`src/rtl/pipe_hazard_ctrl.sv`:
```
// Hazard/stall controller beside the ID stage: tracks ID/EX, EX/MEM and MEM/WB destination state,
// load-use stalls, data-memory wait with timeout, and flush bubbles. Optional stall counter: PIPE_HAZARD_PERF_EN.
module pipe_hazard_ctrl #(
    parameter int MEM_TIMEOUT = 16,
    parameter int TO_W        = 8
) (
    input  logic        clk,
    input  logic        rst_n,
    input  logic        id_valid,
    input  logic [4:0]  id_rs1,
    input  logic [4:0]  id_rs2,
    input  logic        id_uses_rs1,
    input  logic        id_uses_rs2,
    input  logic [4:0]  id_rd,
    input  logic        id_RegWrite,
    input  logic        id_MemRead,
    input  logic        id_MemWrite,
    input  logic        flush,
    input  logic        mem_ready,
    output logic [4:0]  IDEX_rd,
    output logic        IDEX_RegWrite,
    output logic        IDEX_MemRead,
    output logic [4:0]  EXM_rd,
    output logic        EXM_RegWrite,
    output logic [4:0]  MWB_rd,
    output logic        MWB_RegWrite,
    output logic        stall_if,
    output logic        stall_id,
    output logic        mem_err,
    output logic [15:0] stall_cycles
);

    localparam logic [1:0] ST_RUN      = 2'd0;
    localparam logic [1:0] ST_MEM_WAIT = 2'd1;
    localparam logic [1:0] ST_ERROR    = 2'd2;

    localparam logic [TO_W-1:0] TIMEOUT_CNT = TO_W'(MEM_TIMEOUT);

    typedef struct packed {
        logic       v;
        logic [4:0] rd;
        logic       rw;
        logic       mr;
        logic       mw;
    } xslot_t;

    typedef struct packed {
        logic       v;
        logic [4:0] rd;
        logic       rw;
    } wslot_t;

    xslot_t          idex_q, idex_d;
    xslot_t          exm_q, exm_d;
    wslot_t          mwb_q, mwb_d;
    logic [1:0]      state_q, state_d;
    logic [TO_W-1:0] wait_cnt_q, wait_cnt_d;

    logic mem_wait;
    logic wait_hold;
    logic load_use;
    logic stall;

    assign mem_wait = (state_q == ST_RUN) && exm_q.v && (exm_q.mr || exm_q.mw) && !mem_ready;
    assign wait_hold = mem_wait || ((state_q == ST_MEM_WAIT) && !mem_ready);

    assign load_use = idex_q.v && idex_q.mr && (idex_q.rd != 5'd0) && id_valid &&
                      ((id_uses_rs1 && (id_rs1 == idex_q.rd)) ||
                       (id_uses_rs2 && (id_rs2 == idex_q.rd)));

    always_comb begin
        idex_d     = idex_q;
        exm_d      = exm_q;
        mwb_d      = mwb_q;
        state_d    = state_q;
        wait_cnt_d = wait_cnt_q;
        stall      = 1'b0;

        if (state_q == ST_ERROR) begin
            stall = 1'b1;
        end else if (wait_hold) begin
            // The branch producer keeps flush high, so ignoring it here loses nothing.
            stall = 1'b1;
            mwb_d = '0;
            if (state_q == ST_RUN) begin
                state_d    = ST_MEM_WAIT;
                wait_cnt_d = TO_W'(1);
            end else if ((MEM_TIMEOUT != 0) && (wait_cnt_q == TIMEOUT_CNT)) begin
                state_d = ST_ERROR;
            end else begin
                wait_cnt_d = wait_cnt_q + TO_W'(1);
            end
        end else begin
            if (state_q == ST_MEM_WAIT) begin
                state_d    = ST_RUN;
                wait_cnt_d = '0;
            end
            exm_d = idex_q;
            mwb_d = '{v: exm_q.v, rd: exm_q.rd, rw: exm_q.rw};
            if (flush || load_use) begin
                idex_d = '0;
            end else begin
                idex_d = '{v: id_valid, rd: id_rd, rw: id_RegWrite,
                           mr: id_MemRead, mw: id_MemWrite};
            end
            // A flushed ID instruction is discarded, so holding it would be pointless.
            stall = load_use && !flush;
        end
    end

    always_ff @(posedge clk or negedge rst_n) begin
        if (!rst_n) begin
            idex_q     <= '0;
            exm_q      <= '0;
            mwb_q      <= '0;
            state_q    <= ST_RUN;
            wait_cnt_q <= '0;
        end else begin
            idex_q     <= idex_d;
            exm_q      <= exm_d;
            mwb_q      <= mwb_d;
            state_q    <= state_d;
            wait_cnt_q <= wait_cnt_d;
        end
    end

    assign IDEX_rd       = idex_q.v ? idex_q.rd : 5'd0;
    assign IDEX_RegWrite = idex_q.v && idex_q.rw;
    assign IDEX_MemRead  = idex_q.v && idex_q.mr;
    assign EXM_rd        = exm_q.v ? exm_q.rd : 5'd0;
    assign EXM_RegWrite  = exm_q.v && exm_q.rw;
    assign MWB_rd        = mwb_q.v ? mwb_q.rd : 5'd0;
    assign MWB_RegWrite  = mwb_q.v && mwb_q.rw && (state_q != ST_ERROR);
    assign stall_if      = stall;
    assign stall_id      = stall;
    assign mem_err       = (state_q == ST_ERROR);

`ifdef PIPE_HAZARD_PERF_EN
    logic [15:0] stall_cycles_q, stall_cycles_d;

    always_comb begin
        stall_cycles_d = stall_cycles_q;
        if (stall && (stall_cycles_q != 16'hFFFF)) begin
            stall_cycles_d = stall_cycles_q + 16'd1;
        end
    end

    always_ff @(posedge clk or negedge rst_n) begin
        if (!rst_n) begin
            stall_cycles_q <= 16'h0000;
        end else begin
            stall_cycles_q <= stall_cycles_d;
        end
    end

    assign stall_cycles = stall_cycles_q;
`else
    assign stall_cycles = 16'h0000;
`endif

endmodule

```
`config.mk`:
```
export PLATFORM = sky130hd
export DESIGN_NAME = pipe_hazard_ctrl
export DESIGN_NICKNAME = d
export VERILOG_FILES = /design/src/rtl/pipe_hazard_ctrl.sv
export SDC_FILE = /design/constraint.sdc
export NUM_CORES = 1
export LEC_CHECK = 0
export ABC_AREA = 1
export CORE_MARGIN = 5
export CORE_UTILIZATION = 43
export DETAILED_ROUTE_END_ITERATION = 8
export GPL_TIMING_DRIVEN = 1
export PLACE_DENSITY_LB_ADDON = 0.15
export SLEW_MARGIN = 30
export SYNTH_ARGS = -nofsm -noshare
export SYNTH_HDL_FRONTEND = slang
export SYNTH_SLANG_ARGS = --single-unit
export TNS_END_PERCENT = 30
```
`constraint.sdc`:
```
create_clock -name clk -period 1.49 [get_ports clk]
set_input_delay 0.298 -clock clk [delete_from_list [all_inputs] [get_ports clk]]
set_output_delay 0.298 -clock clk [all_outputs]
set_load 0.05 [all_outputs]
```
# Word level (Yosys, flattened, before mapping)
# Cells that the tools add are included.
dict set report classes {
  mux 15
  eq_ne 8
  addsub 1
  n_reduce_logical 27
  n_bitwise 2
}
# operator count
set ops {}
lappend ops {{2-to-1 mux 8 bit} 4}
lappend ops {{logical AND 1 bit} 15}
lappend ops {{2-to-1 mux 5 bit} 3}
lappend ops {{equality test 5 bit} 2}
lappend ops {{2-to-1 mux 9 bit} 1}
lappend ops {{adder 8 x 1 -> 8 bit, second input constant} 1}
lappend ops {{equality test 8 x 5 -> 1 bit, second input constant} 1}
lappend ops {{2-to-1 mux 2 bit} 4}
lappend ops {{2-to-1 mux 7 bit} 1}
lappend ops {{AND reduction 3 bit} 2}
lappend ops {{nonzero test 5 bit} 1}
lappend ops {{logical OR 1 bit} 4}
lappend ops {{inequality test 3 x 1 -> 1 bit, second input constant} 1}
lappend ops {{inequality test 3 bit, second input constant} 1}
lappend ops {{equality test 2 x 1 -> 1 bit, second input constant} 1}
lappend ops {{equality test 2 bit, second input constant} 1}
lappend ops {{zero test 1 bit} 2}
lappend ops {{zero test 2 bit} 1}
lappend ops {{2-to-1 mux 1 bit} 2}
lappend ops {{inequality test 2 bit, second input constant} 1}
lappend ops {{inverter 1 bit} 2}
lappend ops {{AND reduction 2 bit} 1}
lappend ops {{nonzero test 2 bit} 1}
dict set report word_totals {
  output_inout_bits 38
  wordCells 68
  input_bits 25
  register_bits 35
}

# Depth between registers and ports, before layout
# Gate-level depths: netlist (run 1).
dict set report logic_depth {
  ltp_word 7
  mapped_depth 10
  mapped_depth_nobuf 9
}

# Worst setup path before layout (run 1)
# OpenSTA, ideal clock, no wires.
dict set report synth_path {
  path_kind {flip-flop to output port}
  startpoint {reg idex_q[8] (netlist name)}
  endpoint {out stall_if}
  setup_slack_ps -1084
  required_ps 1192
  arrival_ps 2276
  path_buffers 2
  path_stages_with_launch 9
  cell_sequence {dfrtp_1 -> buf_2 -> nand2_1 -> inv_1 -> nand3_1 -> inv_1 -> nand2_2 -> o21bai_1 -> buf_4}
}
dict set report synth_via {
  elab_chain_cells 7
}
# element line_no
set synth_lines {}
lappend synth_lines {{start, declared} 53} ;# xslot_t idex_q, idex_d;
lappend synth_lines {{start signal, assigned} 119} ;# idex_q <= idex_d;
lappend synth_lines {{logical AND 1 bit} n/a}
lappend synth_lines {{via IDEX_MemRead} 22} ;# output logic IDEX_MemRead,
lappend synth_lines {{logical AND 1 bit (3 in a row)} 67} ;# assign load_use = idex_q.v && idex_q.mr && (idex_q.rd != 5'd0) && id_valid &&
lappend synth_lines {{logical AND 1 bit} 107} ;# stall = load_use && !flush;
lappend synth_lines {{2-to-1 mux 1 bit} 81} ;# end else if (wait_hold) begin
lappend synth_lines {{2-to-1 mux 1 bit} 79} ;# if (state_q == ST_ERROR) begin
lappend synth_lines {{end, declared} 27} ;# output logic stall_if,
# The timed path passes the listed nets, and every way through them passes these cells.

# Worst setup path in the final report (run 1)
dict set report layout_path {
  startpoint {in id_rs2[3]}
  endpoint {out stall_id}
}
dict set report layout_via {
  elab_chain_cells 7
}
# element line_no
set layout_lines {}
lappend layout_lines {{start, declared} 11} ;# input logic [4:0] id_rs2,
lappend layout_lines {{equality test 5 bit} 69} ;# (id_uses_rs2 && (id_rs2 == idex_q.rd)));
lappend layout_lines {{logical AND 1 bit} 69}
lappend layout_lines {{logical OR 1 bit} 68} ;# ((id_uses_rs1 && (id_rs1 == idex_q.rd)) ||
lappend layout_lines {{logical AND 1 bit} 67}
lappend layout_lines {{logical AND 1 bit} 107}
lappend layout_lines {{2-to-1 mux 1 bit} 81}
lappend layout_lines {{2-to-1 mux 1 bit} 79}
lappend layout_lines {{end, declared} 28} ;# output logic stall_id,
# Every way passes these cells.

==> impl_metrics.env, run 1 <==
export IMPL_syn_inst=322
export IMPL_synth_most_common_cell="nand2_1"
export IMPL_tns_ns=-0.974
export IMPL_violations="negative setup slack"
export IMPL_cts_buffers_inserted=5
export IMPL_grt_use_total_pct=16.6
export IMPL_synthArstFlopShare_pct=100
export IMPL_fin_crit_ns=1.93
export IMPL_drc=0
export IMPL_crit_top_cell="nand2_1"
export IMPL_hold_viol_final=0
export IMPL_clock_path_buffers=2
export IMPL_end_kind="primary output"
export IMPL_leakage_nw=1.87
export IMPL_fmax_mhz=519
export IMPL_reg2reg_to="idex_q[7]"
export IMPL_routabilityCongestion=0.814
export IMPL_power_density_nw_per_um2=581
export IMPL_routed_via_count=2074
export IMPL_dr_first_iter_drc_count=86
export IMPL_first_global_vias=1975
export IMPL_clkSinkCount=35
export IMPL_portBuffers=46
export IMPL_synthSimpleGateAreaFrac_pct=32.7
export IMPL_synth_edf_count=0
export IMPL_ys_flop_type="dfrtp_1"
export IMPL_rr_worst_depth=10
export IMPL_status="finished with violations"
export IMPL_r2r_start="idex_q[3]"
export IMPL_drive_gt1_share_pct=24.8
export IMPL_min_path_type="in -> async"
export IMPL_yosys_warnings=0
export IMPL_synth_seq_cells=35
export IMPL_synth_cell_types=27
export IMPL_ant_nets=0
export IMPL_synth_common_cells="105 x nand2_1, 63 x inv_1, 35 x dfrtp_1"
export IMPL_power_total_mw=1.91
export IMPL_cts_tree="yes"
export IMPL_hold_buffers=0
export IMPL_fin_crit_sh_pct=129
export IMPL_yosys_area_top_type_share_pct=39.8
export IMPL_start_util_pct=43.7
export IMPL_fin_util_pct=65.4
export IMPL_synth_area_leaders="dfrtp_1 40%, nand2_1 18%, inv_1 11%, buf_4 6.1%, nand3_1 5.5%"
export IMPL_cts_htree_levels=2
export IMPL_core_area_um2=5040
export IMPL_cts_root_buffer="clkbuf_8"
export IMPL_synth_compound_area_share_pct=5.74
export IMPL_cpPeakStageDelay_ns=0.47
export IMPL_yosys_mux_area_fraction_pct=0
export IMPL_rsz0062_at_grt="yes"
export IMPL_wirelength_um=5280
export IMPL_boundaryPins=63
export IMPL_critPathKind="in -> out"
export IMPL_dpl_hpwl_um=3850
export IMPL_vdd_drop_max_uv=393
export IMPL_fin_nets=426
export IMPL_slowest_stage="clkdlybuf4s50_1"
export IMPL_stdcell_area_um2=3300
export IMPL_synth_top_cell_by_area="dfrtp_1"
export IMPL_cp_max_fo=2
export IMPL_max_cap_violations=0
export IMPL_clock_skew_final_ns=0.00193
export IMPL_crit_start="id_rs2[3]"
export IMPL_multiInputGateArea_um2=1030
export IMPL_start_kind="primary input"
export IMPL_routed_via_density=4.41
export IMPL_grt_max_degree=36
export IMPL_grt_pass1_wl_um=8410
export IMPL_path_clk_slew_ns=0.07
export IMPL_synthAdderAreaFrac_pct=1.14
export IMPL_rows=26
export IMPL_netlist_area_um2=2200
export IMPL_placed_area_um2=3060
export IMPL_r2r_setup_slack_ns=0.04
export IMPL_maxSlewViolCount=0
export IMPL_firstDrtPassIters=4
export IMPL_post_drt_wl_per_cell_um=11.2
export IMPL_worst_slack_ns=-0.437
export IMPL_setup_viol=3
export IMPL_crit_arrival_ns=1.63
export IMPL_antenna_found_initial=0
export IMPL_overflow=0
export IMPL_area_growth_syn_to_layout_pct=49.7
export IMPL_synth_seq_area_share_pct=39.8
export IMPL_dieArea_um2=6660
export IMPL_cp_data_required_time_ns=1.19
export IMPL_insertedDiodeCount=0
export IMPL_syn_area_per_cell_um2=6.84
export IMPL_synthXorXnorAreaFrac_pct=0.795
export IMPL_synth_top_family_by_area="simple AND/OR/NAND/NOR gates"
export IMPL_die_h_um=81.6
export IMPL_worstSkewPairLatency_ns=0.29
export IMPL_hold_ws_ns=0.367
export IMPL_die_x_um=81.6
export IMPL_cp_cell_sequence="clkdlybuf4s50_1, inv_1, nand2_1, nand2_1, nor2_1, nand3_1, nand2_2, nand2_4, o21bai_4, buf_12"
export IMPL_fill_cells=446
export IMPL_seqCellArea_um2=880
-- cell families after synthesis --
family / count (synthesis)
AOI/OAI and AO/OA: 22
and+or+nand+nor: 171
adders and majority gates: 2
xor gates and xnor gates: 2
buffers and inverters: 89
DFF: 35
other: 1
-- state kept, by name (all words and copies together) (netlist names) --
register and flops:
exm_q 9, idex_q 9, mwb_q 7, state_q 2
wait_cnt_q 8
-- final cells by class --
type	count	share of cell area (%)
multi-input combinational	214	31.1
sequential	35	26.7
timing repair buffer	78	28.9
clock buffer	8	3.03
inverter	65	7.59
tap	70	2.66
-- worst max path at each step --
stage	end	slack, ns	depth (start not counted)
floorplan	stall_if	-0.35	6
global placement	stall_if	-0.46	10
detailed placement	stall_id	-0.48	10
CTS	stall_id	-0.43	9
global route	stall_id	-0.53	9
finish	stall_id	-0.44	10
-- report_power, final --
group	leakage, nW	switching, mW	internal (mW)
combinational	1.39	0.141	0.0680
sequential	0.423	0	0.950
clock	0.0515	0.334	0.422
total	1.87	0.475	1.44
-- per-layer routing --
metal,wire length (um),GRT usage [%],vias to the layer above
met4,76,7.64,0
met2,2690,28.8,50
met5,0,0,-
met3,304,4.93,8
met1,2220,18.7,930
li1,-,-,1086
-- layout by cell type, fill, tap and decap left out, types with 2 or more instances in the layout --
cell type and n:
buf_4 28, dlygate4sd2_1 2, nand3_2 3, o21ai_2 4, ha_1 2, buf_6 3
clkdlybuf4s50_1 17, clkbuf_8 7, o21ai_0 11, dfrtp_2 3, inv_1 52, inv_2 10
nand3_1 21, nand2_4 4, dfrtp_1 32, o22ai_1 2, nand4_1 4, buf_12 23
conb_1 16, xor2_1 2, dlymetal6s2s_1 5, nor2_1 28, nand2_2 8, a21oi_1 4
nand2_1 99
-- critical path, delay by kind of cell --
family | cells | cell delay [ns]
compound gates | 1 | 0.20
buf+inv | 3 | 0.67
simple gates | 6 | 0.46
-- repair_timing --
| action | 4_1_cts | 5_1_grt |
|---|---|---|
| resized for setup | 11 | 22 |
| gates cloned | 0 | 1 |
| endpoints found under the setup margin | 5 | 28 |
| pin swaps | 8 | 17 |
| buffers inserted | 0 | 8 |
-- metrics by stage --
step	cells	setup slack [ns]
after floorplan	337	-0.347
after global placement	453	-0.461
after detailed placement	453	-0.480
after CTS	461	-0.431
after global routing	470	-0.529
final	470	-0.437
Note: power is estimated with default switching activity, not from simulation.
==> run 2, diff against run 1 <==
Settings changed: CELL_PAD_IN_SITES_DETAIL_PLACEMENT from default to 0, CELL_PAD_IN_SITES_GLOBAL_PLACEMENT from default to 1, CORE_UTILIZATION 43 to 31, CTS_BUF_LIST from default to sky130_fd_sc_hd__clkbuf_4.
==> impl_metrics.env, run 2 (synthesis results as in run 1) <==
export IMPL_status="finished with violations"
export IMPL_violations="negative setup slack"
export IMPL_layout_common_cells="92 x nand2_1, 40 x inv_1, 32 x dfrtp_1"
export IMPL_fin_crit_sh_pct=131
export IMPL_setup_viol=5
export IMPL_ant_nets=0
export IMPL_end_kind="primary output"
export IMPL_cp_data_required_time_ns=1.19
export IMPL_routed_via_density=4.12
export IMPL_top_regs="exm_q (9), idex_q (9), wait_cnt_q (8)"
export IMPL_clock_skew_final_ns=0.00812
export IMPL_p_sw_share_pct=28.0
export IMPL_clock_path_buffers=2
export IMPL_comb_power_share_pct=12.9
export IMPL_overflow=0
export IMPL_routed_via_count=2050
export IMPL_layout_commonest_cell="nand2_1"
export IMPL_post_drt_wl_per_cell_um=10.3
export IMPL_die_h_um=94.3
export IMPL_dpl_hpwl_um=4090
export IMPL_grt_max_degree=36
export IMPL_clkSinkCount=35
export IMPL_power_density_nw_per_um2=501
export IMPL_path_clk_slew_ns=0.11
export IMPL_cts_tree="yes"
export IMPL_crit_top_cell="inv_2"
export IMPL_drc=0
export IMPL_drive_gt1_share_pct=29.2
export IMPL_cp_cell_sequence="inv_2, buf_4, nand4_1, nand3_2, inv_2, nand2_4, o21bai_4, buf_12"
export IMPL_wirelength_um=5140
export IMPL_leakage_nw=1.80
export IMPL_area_growth_syn_to_layout_pct=50.3
export IMPL_tns_ns=-1.08
export IMPL_seqPwrFrac_pct=57.3
export IMPL_clockPowerShare_pct=29.9
export IMPL_p_sw_mw=0.463
export IMPL_maxSlewViolCount=0
export IMPL_core_area_um2=6870
export IMPL_critPathKind="reg -> out"
export IMPL_rows=30
export IMPL_worst_slack_ns=-0.456
export IMPL_cpPeakStageDelay_ns=0.42
export IMPL_start_util_pct=32.1
export IMPL_dieArea_um2=8890
export IMPL_crit_arrival_ns=1.65
export IMPL_antenna_found_initial=0
export IMPL_insertedDiodeCount=0
export IMPL_max_cap_violations=0
export IMPL_firstDrtPassIters=4
export IMPL_grt_use_total_pct=11.9
export IMPL_slowest_stage="dfrtp_1"
export IMPL_cts_buffers_inserted=5
export IMPL_hold_buffers=0
export IMPL_r2r_setup_slack_ns=0.11
export IMPL_p_int_mw=1.19
export IMPL_power_total_mw=1.66
export IMPL_hold_viol_final=0
export IMPL_fmax_mhz=514
export IMPL_fin_crit_ns=1.95
export IMPL_vdd_drop_max_uv=256
export IMPL_pre_cts_slack_ns=-0.500
export IMPL_min_path_type="in -> async"
export IMPL_cts_htree_levels=2
export IMPL_cp_max_fo=4
export IMPL_rsz0062_at_grt="yes"
export IMPL_boundaryPins=63
export IMPL_worstSkewPairLatency_ns=0.33
export IMPL_start_kind="flop"
export IMPL_cts_root_buffer="clkbuf_4"
export IMPL_grt_pass1_wl_um=8420
export IMPL_dr_first_iter_drc_count=54
export IMPL_routabilityCongestion=0.780
export IMPL_first_global_vias=1943
export IMPL_die_x_um=94.3
export IMPL_fin_nets=427
export IMPL_portBuffers=46
==> run 2: changes by cell type in the layout (fill, tap and decap cells not counted), moves of 6 or more <==
cell,delta
inv_2,+12
inv_1,-12
clkbuf_8,-7
nand2_2,+6
clkdlybuf4s50_1,+7
nand2_1,-7
==> run 2: repair_timing <==
item / CTS / global route
cloned: 0 / 1
endpoints found under the setup margin: 13 / 37
setup buffers: 4 / 2
gates resized for setup: 17 / 35
pin swaps: 4 / 8
==> run 2: layout make-up <==
cell class	count	area [um2]
Timing Repair Buffer	79	971
Clock inverter	3	15.0
Fill cell	705	3560
Multi-Input combinational cell	214	1040
Tap cell	96	120
Clock buffer	5	37.5
Sequential cell	35	880
Inverter	65	250
==> run 2: final timing paths <==
path	startpoint	end	cells after the start
max reg2reg	wait_cnt_q[1]	wait_cnt_q[7]	8
min	rst_n	wait_cnt_q[7]	2
max	idex_q[6]	stall_if	8
min reg2reg	idex_q[0]	idex_q[0]	2
max in group asynchronous	rst_n	idex_q[7]	2
min in group clk	idex_q[0]	idex_q[0]	2
==> run 2: through the flow <==
stage	hold slack [ns]	utilization (%)	instances	cell area, um2
floorplan	0.00241	-	337	2310
global placement	0.464	45.5	483	3120
detailed placement	0.468	45.5	483	3120
CTS	0.321	47.2	495	3240
global route	0.344	48.2	497	3310
finish	0.321	48.2	497	3310
==> run 2: power groups by stage <==
stage | Clock [mW] | Sequential, mW | Combinational [mW]
after floorplan | 0 | 0.968 | 0.149
after CTS | 0.529 | 0.949 | 0.215
final | 0.495 | 0.949 | 0.213
after global placement | 0 | 0.968 | 0.214
after global routing | 0.553 | 0.950 | 0.230
after detailed placement | 0 | 0.968 | 0.214
==> run 2: critical path: cells and delay by family, from the launching register on <==
kind / cells / cell delay [ns]
AO/OA/AOI/OAI: 1 / 0.20
buffers and inverters: 4 / 0.44
flip-flops: 1 / 0.42
AND/OR/NAND/NOR: 3 / 0.26
==> run 2: per-layer routing <==
| layer | wire length (um) | vias up | global-route usage, % | share of wire [%] |
|---|---|---|---|---|
| met4 | 65 | 0 | 3.61 | 1.3 |
| li1 | - | 1090 | - | - |
| met5 | 0 | - | 0 | 0 |
| met2 | 2410 | 52 | 20.2 | 47 |
| met1 | 2390 | 903 | 14.5 | 47 |
| met3 | 277 | 5 | 3.45 | 5.4 |
